==> config.mk <==
export PLATFORM = sky130hd
export DESIGN_NAME = ram_block_mover
export DESIGN_NICKNAME = d
export VERILOG_FILES = /design/src/rtl/ram_block_mover_pkg.sv /design/src/rtl/ram_block_mover_addr_step.sv /design/src/rtl/ram_block_mover.sv
export SDC_FILE = /design/constraint.sdc
export NUM_CORES = 1
export LEC_CHECK = 0
export CAP_MARGIN = 20
export CELL_PAD_IN_SITES_DETAIL_PLACEMENT = 0
export CELL_PAD_IN_SITES_GLOBAL_PLACEMENT = 1
export CORE_ASPECT_RATIO = 1.1
export CORE_MARGIN = 2
export CORE_UTILIZATION = 41
export DETAILED_ROUTE_END_ITERATION = 12
export GPL_TIMING_DRIVEN = 0
export PLACE_DENSITY_LB_ADDON = 0.1
export SETUP_SLACK_MARGIN = 0.5
export SLEW_MARGIN = 20
export SYNTH_ARGS = -nofsm -noshare
export SYNTH_HDL_FRONTEND = slang
export SYNTH_SLANG_ARGS = --single-unit
export TNS_END_PERCENT = 100
==> constraint.sdc <==
create_clock -name clk -period 5.75 [get_ports clk]
set_clock_uncertainty 0.15 [all_clocks]
set_input_delay 1.15 -clock clk [delete_from_list [all_inputs] [get_ports clk]]
set_output_delay 1.15 -clock clk [all_outputs]
set_load 0.05 [all_outputs]
==> src/rtl/ram_block_mover_pkg.sv <==
// Shared types and default sizes for the RAM block mover.
package ram_block_mover_pkg;

    localparam int ADDR_W_DEF = 9;
    localparam int DATA_W_DEF = 16;

    typedef enum logic [2:0] {
        ST_IDLE = 3'd0,
        ST_RD   = 3'd1,
        ST_WR   = 3'd2,
        ST_DONE = 3'd3,
        ST_FILL = 3'd4
    } state_e;

    typedef enum logic {
        DIR_ASC  = 1'b0,
        DIR_DESC = 1'b1
    } dir_e;

endpackage

==> src/rtl/ram_block_mover_addr_step.sv <==
// Pointer stepper: moves an address one word up or down, wrapping modulo 2^ADDR_W.
module ram_addr_step
    import ram_block_mover_pkg::*;
#(
    parameter int ADDR_W = ADDR_W_DEF
) (
    input  logic [ADDR_W-1:0] ptr_i,
    input  dir_e              dir_i,
    output logic [ADDR_W-1:0] ptr_o
);

    // Select increment or decrement; natural overflow gives the wrap.
    always_comb begin
        if (dir_i == DIR_DESC) begin
            ptr_o = ptr_i - ADDR_W'(1);
        end else begin
            ptr_o = ptr_i + ADDR_W'(1);
        end
    end

endmodule

==> src/rtl/ram_block_mover.sv <==
// Copies a block of words inside one RAM address space, choosing direction for overlaps.
// Optional fill mode is built when RAM_BLOCK_MOVER_FILL_EN is defined.
module ram_block_mover
    import ram_block_mover_pkg::*;
#(
    parameter int ADDR_W = ADDR_W_DEF,
    parameter int DATA_W = DATA_W_DEF
) (
    input  logic              clk,
    input  logic              reset,
    input  logic              start,
    input  logic [ADDR_W-1:0] src,
    input  logic [ADDR_W-1:0] dst,
    input  logic [ADDR_W:0]   len,
`ifdef RAM_BLOCK_MOVER_FILL_EN
    input  logic              mode,
    input  logic [DATA_W-1:0] fill_value,
`endif
    output logic              busy,
    output logic              done,
    output logic [ADDR_W-1:0] mem_address,
    output logic [DATA_W-1:0] mem_in,
    output logic              mem_load,
    input  logic [DATA_W-1:0] mem_out
);

    localparam logic [ADDR_W:0] LEN_MAX = (ADDR_W+1)'(1) << ADDR_W;

    state_e              state_q, state_d;
    dir_e                dir_q, dir_d;
    logic [ADDR_W-1:0]   rd_ptr_q, rd_ptr_d, rd_ptr_nx_s;
    logic [ADDR_W-1:0]   wr_ptr_q, wr_ptr_d, wr_ptr_nx_s;
    logic [ADDR_W:0]     cnt_q, cnt_d;
    logic [DATA_W-1:0]   data_q, data_d;
    logic [ADDR_W:0]     len_sat_s;
    logic [ADDR_W-1:0]   diff_s, off_s;
`ifdef RAM_BLOCK_MOVER_FILL_EN
    logic [DATA_W-1:0]   fill_q, fill_d;
`endif

    logic                busy_d, done_d, load_d;
    logic [ADDR_W-1:0]   addr_d;
    logic [DATA_W-1:0]   in_d;

    ram_addr_step #(.ADDR_W(ADDR_W)) u_rd_step (
        .ptr_i (rd_ptr_q),
        .dir_i (dir_q),
        .ptr_o (rd_ptr_nx_s)
    );

    ram_addr_step #(.ADDR_W(ADDR_W)) u_wr_step (
        .ptr_i (wr_ptr_q),
        .dir_i (dir_q),
        .ptr_o (wr_ptr_nx_s)
    );

    // Next-state, pointer and count logic.
    always_comb begin
        state_d  = state_q;
        dir_d    = dir_q;
        rd_ptr_d = rd_ptr_q;
        wr_ptr_d = wr_ptr_q;
        cnt_d    = cnt_q;
        data_d   = data_q;
`ifdef RAM_BLOCK_MOVER_FILL_EN
        fill_d   = fill_q;
`endif
        len_sat_s = (len > LEN_MAX) ? LEN_MAX : len;
        diff_s    = dst - src;
        // Low bits of a saturated full-space length are zero, so minus one still wraps to the last word.
        off_s     = len_sat_s[ADDR_W-1:0] - ADDR_W'(1);
        case (state_q)
            ST_IDLE: begin
                if (start) begin
                    cnt_d = len_sat_s;
`ifdef RAM_BLOCK_MOVER_FILL_EN
                    fill_d = fill_value;
`endif
                    if (len_sat_s == {(ADDR_W+1){1'b0}}) begin
                        state_d = ST_DONE;
`ifdef RAM_BLOCK_MOVER_FILL_EN
                    end else if (mode) begin
                        state_d  = ST_FILL;
                        dir_d    = DIR_ASC;
                        wr_ptr_d = dst;
`endif
                    end else if (dst == src) begin
                        state_d = ST_DONE;
                    end else if ({1'b0, diff_s} < len_sat_s) begin
                        state_d  = ST_RD;
                        dir_d    = DIR_DESC;
                        rd_ptr_d = src + off_s;
                        wr_ptr_d = dst + off_s;
                    end else begin
                        state_d  = ST_RD;
                        dir_d    = DIR_ASC;
                        rd_ptr_d = src;
                        wr_ptr_d = dst;
                    end
                end else begin
                    state_d = ST_IDLE;
                end
            end
            ST_RD: begin
                data_d  = mem_out;
                state_d = ST_WR;
            end
            ST_WR: begin
                rd_ptr_d = rd_ptr_nx_s;
                wr_ptr_d = wr_ptr_nx_s;
                cnt_d    = cnt_q - (ADDR_W+1)'(1);
                if (cnt_q == (ADDR_W+1)'(1)) begin
                    state_d = ST_DONE;
                end else begin
                    state_d = ST_RD;
                end
            end
`ifdef RAM_BLOCK_MOVER_FILL_EN
            ST_FILL: begin
                wr_ptr_d = wr_ptr_nx_s;
                cnt_d    = cnt_q - (ADDR_W+1)'(1);
                if (cnt_q == (ADDR_W+1)'(1)) begin
                    state_d = ST_DONE;
                end else begin
                    state_d = ST_FILL;
                end
            end
`endif
            ST_DONE: begin
                state_d = ST_IDLE;
            end
            default: begin
                state_d = ST_IDLE;
            end
        endcase
    end

    // Outputs decoded from next state so they can be registered with no added latency.
    always_comb begin
        busy_d = (state_d != ST_IDLE);
        done_d = (state_d == ST_DONE);
        addr_d = {ADDR_W{1'b0}};
        in_d   = {DATA_W{1'b0}};
        load_d = 1'b0;
        case (state_d)
            ST_RD: begin
                addr_d = rd_ptr_d;
            end
            ST_WR: begin
                addr_d = wr_ptr_d;
                in_d   = data_d;
                load_d = 1'b1;
            end
`ifdef RAM_BLOCK_MOVER_FILL_EN
            ST_FILL: begin
                addr_d = wr_ptr_d;
                in_d   = fill_d;
                load_d = 1'b1;
            end
`endif
            default: begin
                load_d = 1'b0;
            end
        endcase
    end

    // State and output registers with synchronous reset.
    always_ff @(posedge clk) begin
        if (reset) begin
            state_q     <= ST_IDLE;
            dir_q       <= DIR_ASC;
            rd_ptr_q    <= {ADDR_W{1'b0}};
            wr_ptr_q    <= {ADDR_W{1'b0}};
            cnt_q       <= {(ADDR_W+1){1'b0}};
            data_q      <= {DATA_W{1'b0}};
`ifdef RAM_BLOCK_MOVER_FILL_EN
            fill_q      <= {DATA_W{1'b0}};
`endif
            busy        <= 1'b0;
            done        <= 1'b0;
            mem_address <= {ADDR_W{1'b0}};
            mem_in      <= {DATA_W{1'b0}};
            mem_load    <= 1'b0;
        end else begin
            state_q     <= state_d;
            dir_q       <= dir_d;
            rd_ptr_q    <= rd_ptr_d;
            wr_ptr_q    <= wr_ptr_d;
            cnt_q       <= cnt_d;
            data_q      <= data_d;
`ifdef RAM_BLOCK_MOVER_FILL_EN
            fill_q      <= fill_d;
`endif
            busy        <= busy_d;
            done        <= done_d;
            mem_address <= addr_d;
            mem_in      <= in_d;
            mem_load    <= load_d;
        end
    end

endmodule
# Yosys cells after proc, flatten, opt, wreduce, memory -nomap -nowiden
# Cells that the tools add are included.
[totals] reg_bits=76 latch_bits=0 mem_bits_rw=0 rom_bits=0 input_bits=47 out_inout_bits=28 elab_cells=64 n_memories=0
[op_classes] add_sub_neg=9 multipliers=0 div_mod_pow=0 order_cmp=2 eq_ne=8 n_shift=0 muxes=24 bitwise_logic=3 reduce_logical=7
[op_table] op="9-bit 2-to-1 mux" count=10
[op_table] op="9-bit case mux with 2 select lines" count=3
[op_table] op="9-bit by 1-bit subtractor with 9-bit output (second input constant)" count=3
[op_table] op="10-bit 2-to-1 mux" count=2
[op_table] op="10-bit case mux with 2 select lines" count=1
[op_table] op="9-bit by 1-bit adder with 9-bit output (second input constant)" count=2
[op_table] op="9-bit adder" count=2
[op_table] op="16-bit 2-to-1 mux" count=1
[op_table] op="10-bit by 1-bit equality test with 1-bit output (second input constant)" count=1
[op_table] op="10-bit greater-than comparator (second input constant)" count=1
[op_table] op="10-bit zero test" count=1
[op_table] op="9-bit by 10-bit less-than comparator with 1-bit output" count=1
[op_table] op="10-bit by 1-bit subtractor with 10-bit output (second input constant)" count=1
[op_table] op="3-bit by 2-bit equality test with 1-bit output (second input constant)" count=3
[op_table] op="9-bit equality test" count=1
[op_table] op="3-bit case mux with 3 select lines" count=1
[op_table] op="9-bit subtractor" count=1
[op_table] op="3-bit by 1-bit equality test with 1-bit output (second input constant)" count=2
[op_table] op="2-bit 2-to-1 mux" count=3
[op_table] op="4-bit AND reduction" count=1
[op_table] op="3-bit zero test" count=1
[op_table] op="3-bit 2-to-1 mux" count=1
[op_table] op="1-bit NOT" count=3
[op_table] op="3-bit nonzero test" count=1
[op_table] op="5 further kinds" count=6

# Depth between registers and ports, before layout
# Gate-level depths: netlist (run 1).
[depth] word_depth=10 depth_mapped=19 ltp_nobuf=18

# By module
# From an unflattened synthesis (run 1), not the netlist that was laid out.
[hier_totals] hier_cells=617 area_unflattened_um2=5182.5
[modules_own_cells] module="ram_block_mover" n_inst=1 cells_each=535 area_each_um2=4509.3 seq_area_each_um2=1501.4
[modules_own_cells] module="ram_addr_step" n_inst=2 cells_each=41 area_each_um2=336.6 seq_area_each_um2=0.0

# Least setup slack after synthesis (run 1)
# Ideal clock, no wire load.
[synth_path] path_kind="input to register" startpoint="in src[1]" endpoint="reg mem_address[0]" setup_time_ps=125 arrival_ps=4133 required_ps=5475 setup_slack_ps=1342 path_stages=18 path_buffers=1 cell_sequence="inv_1 -> ha_1 -> nor2b_1 -> o21ai_1 -> a21boi_1 -> o21ai_1 -> nand2b_1 -> a21o_1 -> a21oi_1 -> xnor2_1 -> ha_1 -> nand4b_1 -> o32a_1 -> o41ai_4 -> buf_6 -> mux2_1 -> a221oi_2 -> o22ai_1"
[synth_between] elab_chain_cells=8 word_cells_on_any_way=20 classes_between="1 x add/sub; 1 x order compare; 3 x eq/ne; 15 x mux"
[synth_rtl] item="start, declared" line="ram_block_mover.sv:12" source="input logic [ADDR_W-1:0] src,"
[synth_rtl] item="9-bit subtractor" line="ram_block_mover.sv:69" source="diff_s = dst - src;"
[synth_rtl] item="9-bit by 10-bit less-than comparator with 1-bit output" line="ram_block_mover.sv:89" source="end else if ({1'b0, diff_s} < len_sat_s) begin"
[synth_rtl] item="9-bit 2-to-1 mux" line="ram_block_mover.sv:89"
[synth_rtl] item="9-bit 2-to-1 mux" line="ram_block_mover.sv:87" source="end else if (dst == src) begin"
[synth_rtl] item="9-bit 2-to-1 mux" line="ram_block_mover.sv:79" source="if (len_sat_s == {(ADDR_W+1){1'b0}}) begin"
[synth_rtl] item="9-bit 2-to-1 mux" line="ram_block_mover.sv:74" source="if (start) begin"
[synth_rtl] item="9-bit case mux with 2 select lines" line="ram_block_mover.sv:72" source="case (state_q)"
[synth_rtl] item="9-bit case mux with 2 select lines (*)" line="ram_block_mover.sv:145" source="case (state_d)"
[synth_rtl] item="end signal, assigned" line="ram_block_mover.sv:181" source="mem_address <= {ADDR_W{1'b0}};"
[synth_rtl] item="end signal, assigned" line="ram_block_mover.sv:196" source="mem_address <= addr_d;"
[synth_rtl] item="end, declared" line="ram_block_mover.sv:21" source="output logic [ADDR_W-1:0] mem_address,"
# Mark *: on every way between the ends. The rest lies on a longest branch, timed or not.
# A chain may end at the register's enable or synchronous reset.

# Worst setup path after layout (run 1)
[layout_path] startpoint="in src[0]" endpoint="reg mem_address[7]"
# Same word-level chain as after synthesis.

==> metrics, run 1 <==
status finished, final reports clean; first-pass GRT wire length roughly 23 mm; worst skew pair latency 0.34 ns; final worst path period share 87.5%; critical path type input pin to register; Clock transition at path regs 0.06 ns; Slew Limit Headroom 33.3%; Die X 111 um; sequential area share after synthesis 28.9%; post-synthesis net count 732; synthesized area per cell 8.34 um2; count leader, synth dfxtp_1; # hold bufs at CTS 0; hold path endpoint data_q[7]; DR top layer met4; WL/cell about 17 um; I/O Buffers 73; H-tree Lvls 3; number of buffers created by CTS 9; vias in the first global route 4,473; Reg power frac 31.7%; layout filler cell count 1,240; clock share of power 33.6%; Synth Warn # 0; leakage power total 2.64 nW; setup TNS 0 ns; Max Cap Viol 0; met3 routed WL 643 um; hold wc startpoint data_q[7]; Die H about 120 um; initial DRC count roughly 230; detailed-route via count 4,743; minimum clock period 5.03 ns; Total GRT Usage 21.7%; Final #Nets 819; power density cells around 290 nW/um2; maximum fanout along the worst path 4; Detailed Route WL 14.6 mm; post-synth top area cell dfxtp_1; RSZ-0062 raised after global routing no; Post-synth EDFFs 0; Sw Share 34.4%; max-slew violations 0; GP Congestion 0.854; Peak VDD IR 193 uV; Worst Setup Start Kind input pin; Syn Std Cell Area 5200 um2; Layout area overhead 25.6%; Initial Util 41.7%; Yosys cell types 64; most frequent cells after synthesis dfxtp_1 (75), nor2_1 (61), nand2_1 (58); met2 wire length 7.09 mm; WHS 0.303 ns; FMAX around 200 MHz; R2R Setup Slk 2.45 ns; main flop type after synthesis dfxtp_1; CP endpoint kind register; CTS tree done; post-synthesis register bit count 75; Psw 0.000644 W; WP data arrival 5.09 ns; worst flop-to-flop path endpoint mem_address[8]; final setup vio count 0; Tightest Pin Transition 0.997 ns; Synth area leaders dfxtp_1 (29%), ha_1 (13%), a21oi_1 (5.4%); asr flop ratio synth 0%; share of post-route cells with drive strength above 1 6.84%; grt total ovfl 0; clock root buffer master clkbuf_16; # IOs 75; Pint approximately 0.0012 W; CP required 5.81 ns; antenna fix cells 0; Rows 43; Comb pwr share 34.8%; drt first pass iters 4; Final Hold Fails 0; post-synth top area share between 20 and 30%; antenna violations before repair 0; Core Region around 12,000 um2; largest net degree at the start of global routing 20; worst hold stages 2; cells after synthesis 624; Detail Route Antenna Nets 0; # DRC 0; post-detail-place hpwl ~12 mm; die area 13,600 um2; Register-to-Register Path Depth 9; routed length on met1 6.36 mm; clock sink total 75; CTS Buffer Depth 2; Vias/cell 5.43; worst r2r src dir_q; HP Class register to register
## state kept, by name, summed over array words and instances, names as in the netlist
register and flops:
busy 1, data_q 16, mem_in 16, cnt_q 10, done 1, wr_ptr_q 9, state_q 2, mem_load 1
rd_ptr_q 9, mem_address 9, dir_q 1
## cell type report
type / instances / area (um2) / share of cell area [%]
clock buffer: 9 / 225 / 3.45
clock inverter: 7 / 106 / 1.63
inverter: 34 / 128 / 1.95
multi-input combinational: 493 / 3520 / 53.9
buffer: 22 / 98.8 / 1.51
tap: 157 / 196 / 3.01
timing repair buffer: 76 / 756 / 11.6
sequential: 75 / 1500 / 23.0
## layout by cell type (no fill, tap or decap), drive strengths merged, types with 13 or more instances in the layout
cell type / n
a21oi: 56
and2: 19
clkbuf: 26
clkdlybuf4s50: 72
dfxtp: 75
ha: 56
inv: 38
mux2i: 13
nand2: 58
nand2b: 13
nand3: 14
nor2: 61
nor2b: 16
o21ai: 19
xnor2: 23
xor2: 14
## critical path: stages
cell	delay, ns
clkdlybuf4s50_1	0.58
ha_1	0.21
inv_1	0.06
fa_1	0.39
nand2_1	0.09
nand2_1	0.07
a21oi_2	0.20
o21bai_1	0.09
a21oi_1	0.17
xnor2_1	0.08
ha_1	0.31
nand4_1	0.08
o32a_1	0.38
o41ai_4	0.06
buf_4	0.20
buf_4	0.12
mux2i_2	0.23
a2111oi_1	0.11
a221oi_1	0.37
o22ai_1	0.12
## repair_timing
item	4_1_cts	5_1_grt
gates resized for setup	1	17
endpoints found under the setup margin	3	11
pin swaps	0	3
buffers inserted	0	3
## metal layers
metal | global-route usage (%) | vias up
li1 | - | 2393
met2 | 37.8 | 101
met5 | 0 | -
met4 | 9.03 | 0
met1 | 26.4 | 2222
met3 | 4.28 | 27
## per-stage QoR
stage | worst slack, ns | area (um2) | util (%) | total power, W | instances
6_report | 0.720 | 6540 | 52.4 | 0.00187 | 873
3_3_place_gp | 0.156 | 6130 | 49.1 | 0.00121 | 854
5_1_grt | 0.471 | 6540 | 52.4 | 0.00198 | 873
4_1_cts | 0.504 | 6460 | 51.8 | 0.00186 | 870
3_5_place_dp | 0.0630 | 6130 | 49.1 | 0.00122 | 854
2_1_floorplan | 1.34 | 5200 | - | 0.00104 | 624
## worst max-delay path by stage
stage / start / to / slack (ns) / cells after the start
after floorplan: src[1] / mem_address[0] / 1.34 / 18
after global placement: len[9] / mem_address[7] / 0.16 / 17
after detailed placement: len[9] / mem_address[7] / 0.06 / 17
after CTS: len[9] / mem_address[7] / 0.50 / 17
after global routing: dst[1] / mem_address[0] / 0.47 / 19
final: src[0] / mem_address[7] / 0.72 / 20
## cells by family after synthesis
group	synth area share (%)
compound gates	21.4
xor+xnor	6.23
fa+ha+maj	15.4
buf+inv	4.23
flops	28.9
mux	2.72
simple gates	21.2
## power groups by stage
stage	logic, W	registers [W]	clock network (W)
detailed placement	0.000618	0.000604	0
global route	0.000719	0.000597	0.000662
floorplan	0.000422	0.000616	0
global placement	0.000608	0.000602	0
finish	0.000651	0.000593	0.000629
CTS	0.000625	0.000593	0.000639
Power figures use the tool's default switching activity.
==> run 2: changes to the inputs <==
--- a/config.mk
+++ b/config.mk
@@ -8,7 +8,6 @@
 export CAP_MARGIN = 20
 export CELL_PAD_IN_SITES_DETAIL_PLACEMENT = 0
 export CELL_PAD_IN_SITES_GLOBAL_PLACEMENT = 1
-export CORE_ASPECT_RATIO = 1.1
 export CORE_MARGIN = 2
 export CORE_UTILIZATION = 41
 export DETAILED_ROUTE_END_ITERATION = 12
==> run 2 against run 1 <==
Effect of this change: routed wire length is 0.36% higher; fmax shrank 1.6%; combinational power grew 0.8%; non-clock buffer count decreased by 2; highest routed layer unchanged.
==> metrics, run 2 (synthesized netlist as in run 1, its figures left out) <==
critical path buffer and inverter count 4 (unchanged); slowest cell on the critical path clkdlybuf4s50_1 (unchanged); Core Region 12,500 um2 (about the same); largest net degree at the start of global routing 20 (unchanged); FF+latch area 1500 um2 (unchanged); antenna fix cells 0 (unchanged); # DRC 0 (unchanged); Slew Limit Headroom 30.9% (was 33.3%); Max Cap Viol 0 (unchanged); RSZ-0062 raised after global routing no (unchanged); Clock transition at path regs 0.06 ns (about the same); Die H 117 um (was 122 um); Vias/cell 5.32 (was 5.43); Rows 41 (was 43); CP required 5.80 ns (was 5.81 ns); clock root buffer master clkbuf_16 (unchanged); Top delay family on crit path compound AO/OA/AOI/OAI gates (unchanged); Tightest Pin Transition 1.03 ns (was 0.997 ns); power density cells 285 nW/um2 (was 286 nW/um2); met2 wire length 7.11 mm (was 7.09 mm); commonest non-fill, non-tap cell in the layout dfxtp_1 (unchanged); WP data arrival 5.16 ns (was 5.09 ns); max-slew violations 0 (unchanged); worst path cell trace clkdlybuf4s50_1, inv_2, ha_1, nor2b_1, o21ai_1, a21boi_1, o21ai_1, nand2b_1, a21o_1, a21oi_1, xnor2_1, ha_1, nand4b_1, o32a_1, o41ai_4, buf_6, buf_8, mux2i_1, a21oi_1, o211ai_1, a21oi_1 (was clkdlybuf4s50_1, ha_1, inv_1, fa_1, nand2_1, nand2_1, a21oi_2, o21bai_1, a21oi_1, xnor2_1, ha_1, nand4_1, o32a_1, o41ai_4, buf_4, buf_4, mux2i_2, a2111oi_1, a221oi_1, o22ai_1); Final Hold Fails 0 (unchanged); I/O Buffers 73 (unchanged); detailed-route via count 4,715 (was 4,743); DR top layer met4 (unchanged); R2R Setup Slk 2.42 ns (was 2.45 ns); antenna violations before repair 0 (unchanged); Worst Setup Start Kind input pin (unchanged); most frequent cells in the layout dfxtp_1 (75), clkdlybuf4s50_1 (72), nor2_1 (61) (unchanged); vias in the first global route 4,481 (was 4,473); WHS 0.303 ns (about the same); grt total ovfl 0 (unchanged); Peak VDD IR 157 uV (was 193 uV); CTS tree done (unchanged); initial DRC count 284 (was 226); critical path type input pin to register (unchanged); leakage power total 2.63 nW (was 2.64 nW); setup TNS 0 ns (unchanged); FMAX 196 MHz (was 199 MHz); worst skew pair latency 0.33 ns (was 0.34 ns); GP Congestion 0.851 (was 0.854); # IOs 75 (unchanged); CTS Buffer Depth 2 (unchanged); HP Class register to register (unchanged); share of post-route cells with drive strength above 1 6.30% (was 6.84%); routed length on met1 6.80 mm (was 6.36 mm); Final #Nets 817 (was 819); area of the multi-input gates 3540 um2 (was 3520 um2); Initial Util 41.6% (was 41.7%); minimum clock period 5.11 ns (was 5.03 ns); WL/cell 16.5 um (was 16.7 um); met3 routed WL 462 um (was 643 um); final setup vio count 0 (unchanged); status finished, final reports clean (unchanged); first-pass GRT wire length 22.9 mm (was 23.2 mm); most frequent cell on the critical path a21oi_1; Final Util 52.4% (about the same); Detail Route Antenna Nets 0 (unchanged); maximum fanout along the worst path 10 (was 4); max incr delay on CP 0.55 ns (was 0.58 ns); Layout area overhead 26.1% (was 25.6%); final worst path period share 88.9% (was 87.5%); drt first pass iters 5 (was 4); Die X 117 um (was 111 um); clock sink total 75 (unchanged); H-tree Lvls 3 (unchanged); Largest regs data_q x16, mem_in x16, cnt_q x10 (unchanged); die area 13,600 um2 (about the same); post-detail-place hpwl 11.6 mm (was 11.7 mm); Total GRT Usage 21.8% (was 21.7%); CP endpoint kind register (unchanged); number of buffers created by CTS 9 (unchanged); Detailed Route WL 14.7 mm (was 14.6 mm); layout filler cell count 1,232 (was 1,240)
[run 2: cell count changes in the layout (fill, tap and decap cells not counted), sizes merged]
cell      before  now
clkbuf        26   25
buf            8    7
clkinv         1    0
clkinvlp       0    1
[run 2: power breakdown]
group	internal (W)	leakage (nW)	switching, W
clock network	0.000387	0.159	0.000232
logic	0.000283	1.86	0.000372
registers	0.000559	0.612	0.0000329
total	0.00123	2.63	0.000638
[run 2: what timing repair did]
item | 4_1_cts | 5_1_grt
gates resized for setup | 2 | 21
endpoints found under the setup margin | 5 | 15
pin swaps | 0 | 1
hold buffers | 0 | 0
buffers inserted | 0 | 1
[run 2: path summary, 6_finish.rpt]
path	cells past startpoint	end	from
worst min-delay path	2	data_q[1]	data_q[1]
worst min register to register	2	data_q[1]	data_q[1]
worst max register to register	9	mem_address[8]	dir_q
worst max-delay path	21	mem_address[6]	src[1]
[run 2: final cells by class]
| class | instances | share of cell area, % |
|---|---|---|
| Clock inverter | 7 | 1.60 |
| Timing Repair Buffer | 74 | 11.3 |
| Inverter | 34 | 1.95 |
| Clock buffer | 9 | 3.43 |
| Tap cell | 172 | 3.28 |
| Sequential cell | 75 | 22.9 |
| Buffer | 22 | 1.58 |
| Multi-Input combinational cell | 493 | 53.9 |
[run 2: worst min-delay path, cell delays in order (launching register included)]
cell and delay, ns:
dfxtp_1 0.30, nand2_1 0.04, a21oi_1 0.06
[run 2: metrics by stage]
| stage | std cells | instance area, um2 | power [W] | setup WS, ns |
|---|---|---|---|---|
| after floorplan | 624 | 5200 | 0.00104 | 1.34 |
| after global placement | 869 | 6150 | 0.00121 | 0.145 |
| after detailed placement | 869 | 6150 | 0.00123 | 0.0548 |
| after CTS | 885 | 6480 | 0.00185 | 0.610 |
| after global routing | 886 | 6560 | 0.00197 | 0.470 |
| final | 886 | 6560 | 0.00187 | 0.637 |
[run 2: layer usage]
metal	vias up	GRT usage, %
met5	-	0
met4	0	6.59
met3	17	2.54
met2	101	37.9
met1	2200	28.4
li1	2397	-
==> run 3: changes to the inputs <==
--- a/config.mk
+++ b/config.mk
@@ -12,7 +12,7 @@
 export CORE_UTILIZATION = 41
 export DETAILED_ROUTE_END_ITERATION = 12
 export GPL_TIMING_DRIVEN = 0
-export PLACE_DENSITY_LB_ADDON = 0.1
+export PLACE_DENSITY = 0.87
 export SETUP_SLACK_MARGIN = 0.5
 export SLEW_MARGIN = 20
 export SYNTH_ARGS = -nofsm -noshare
==> run 3 against run 2 <==
Effect of this change: worst setup slack gained 0.085 ns; final cell count grew 0.11%; sequential share of layout area grew 0.24 points; final area shrank 1.0%; via count grew 3.0%; critical endpoint is now mem_address[0].
==> metrics, run 3 (synthesized netlist as in run 1, its figures left out) <==
# DRC 0 (unchanged); Non-Filler Instances 887 (was 886); Final Hold Fails 0 (unchanged); I/O Buffers 73 (unchanged); status finished, final reports clean (unchanged); CP required 5.80 ns (about the same); Reg power frac 33.5% (was 31.7%); die area 13,600 um2 (unchanged); Detailed Route WL 14.3 mm (was 14.7 mm); Tightest Pin Transition 0.923 ns (was 1.03 ns); CTS tree done (unchanged); Initial Util 41.6% (unchanged); Psw 0.000634 W (was 0.000638 W); power density cells 272 nW/um2 (was 285 nW/um2); clock root buffer master clkbuf_16 (unchanged); vias in the first global route 4,657 (was 4,481); Die X 117 um (unchanged); Final #Nets 818 (was 817); # IOs 75 (unchanged); grt total ovfl 0 (unchanged); CTS Buffer Depth 2 (unchanged); Peak VDD IR 138 uV (was 157 uV); Pint 0.00113 W (was 0.00123 W); largest net degree at the start of global routing 20 (unchanged); WP data arrival 5.08 ns (was 5.16 ns); maximum fanout along the worst path 10 (unchanged); critical path type input pin to register (unchanged); WL/cell 16.1 um (was 16.5 um); Rows 41 (unchanged); # hold bufs at CTS 0 (unchanged); Worst Setup Start Kind input pin (unchanged); leakage power total 2.62 nW (was 2.63 nW); Sw Share 35.9% (was 34.2%); FMAX 199 MHz (was 196 MHz); Detail Route Antenna Nets 0 (unchanged); detailed-route via count 4,855 (was 4,715); Layout area overhead 24.8% (was 26.1%); commonest non-fill, non-tap cell in the layout dfxtp_1 (unchanged); number of buffers created by CTS 9 (unchanged); WHS 0.303 ns (about the same); H-tree Lvls 3 (unchanged); final setup vio count 0 (unchanged); HP Class register to register (unchanged); Final Util 51.9% (was 52.4%); placed cells 869 (unchanged); GP Congestion 0.953 (was 0.851); Vias/cell 5.47 (was 5.32); CP endpoint kind register (unchanged); Slew Limit Headroom 38.2% (was 30.9%); post-detail-place hpwl 11.3 mm (was 11.6 mm); Die H 117 um (unchanged); setup TNS 0 ns (unchanged); antenna violations before repair 0 (unchanged); Max Cap Viol 0 (unchanged); Largest regs data_q x16, mem_in x16, cnt_q x10 (unchanged); worst skew pair latency 0.34 ns (was 0.33 ns); most frequent cells in the layout dfxtp_1 (75), clkdlybuf4s50_1 (71), nor2_1 (61) (was dfxtp_1 (75), clkdlybuf4s50_1 (72), nor2_1 (61)); Total GRT Usage 21.2% (was 21.8%); share of post-route cells with drive strength above 1 6.15% (was 6.30%); RSZ-0062 raised after global routing no (unchanged); final worst path period share 87.4% (was 88.9%); drt first pass iters 5 (unchanged); minimum clock period 5.03 ns (was 5.11 ns); initial DRC count 319 (was 284); Core Region 12,500 um2 (unchanged); Clock transition at path regs 0.06 ns (about the same); clock share of power 30.5% (was 33.2%); first-pass GRT wire length 22.5 mm (was 22.9 mm); antenna fix cells 0 (unchanged); Comb pwr share 36.1% (was 35.1%); max-slew violations 0 (unchanged); clock sink total 75 (unchanged)
==> run 3: cell types whose count changed in the layout (fill, tap and decap cells not counted), moves of 2 or more <==
cell,delta
inv_6,-2
mux2i_1,+2
bufinv_16,-2
mux2i_4,-2
clkbuf_2,+2
==> run 3: path summary, 6_finish.rpt <==
check | startpoint | slack [ns] | end | depth (start not counted)
max reg2reg | dir_q | 2.49 | mem_address[8] | 9
max | src[0] | 0.72 | mem_address[0] | 19
min | data_q[14] | 0.30 | data_q[14] | 2
min reg2reg | data_q[14] | 0.30 | data_q[14] | 2
==> run 3: power by group through the flow <==
stage	clock, W	sequential (W)	combinational (W)
5_1_grt	0.000570	0.000596	0.000698
3_3_place_gp	0	0.000600	0.000596
6_report	0.000538	0.000591	0.000638
2_1_floorplan	0	0.000616	0.000422
3_5_place_dp	0	0.000602	0.000614
4_1_cts	0.000549	0.000591	0.000620
==> run 3: final cells by class <==
| cell class | instances | area [um2] |
|---|---|---|
| fillers | 1217 | 6020 |
| inverters | 34 | 128 |
| flip-flops and latches | 75 | 1500 |
| repair buffers | 75 | 751 |
| clock buffers | 9 | 225 |
| clock inverters | 7 | 60.1 |
| multi-input cells | 493 | 3510 |
| plain buffers | 22 | 97.6 |
| well taps | 172 | 215 |
==> run 3: critical path, stage by stage <==
cell and delay (ns):
clkdlybuf4s50_1 0.53, ha_1 0.18, inv_1 0.05, fa_1 0.40, nand2_1 0.09, nand2_1 0.05, a21oi_1 0.26, o21bai_1 0.09
a21oi_1 0.19, xnor2_1 0.10, ha_1 0.32, nand4_1 0.09, o32a_1 0.38, o41ai_4 0.06, buf_4 0.20, buf_6 0.18
mux2_1 0.35, a221oi_2 0.26, o22ai_1 0.15
==> run 3: per-layer routing <==
metal / up-vias / track usage [%] / share of wire, %
met5: - / 0 / 0
met4: 0 / 8.78 / 2.1
met3: 20 / 2.49 / 6.0
met2: 161 / 36.2 / 48
met1: 2284 / 27.3 / 44
li1: 2390 / - / -
==> run 3: what timing repair did <==
action | CTS | global route
setup buffers | 0 | 2
pin swaps | 0 | 1
resized for setup | 1 | 14
endpoints found under the setup margin | 5 | 17
==> run 3: stage by stage <==
stage                     power [W]  setup WS (ns)  area, um2
after floorplan             0.00104           1.34       5200
after global placement      0.00120          0.135       6150
after detailed placement    0.00122         0.0496       6150
after CTS                   0.00176          0.500       6440
after global routing        0.00186          0.502       6490
final                       0.00177          0.722       6490
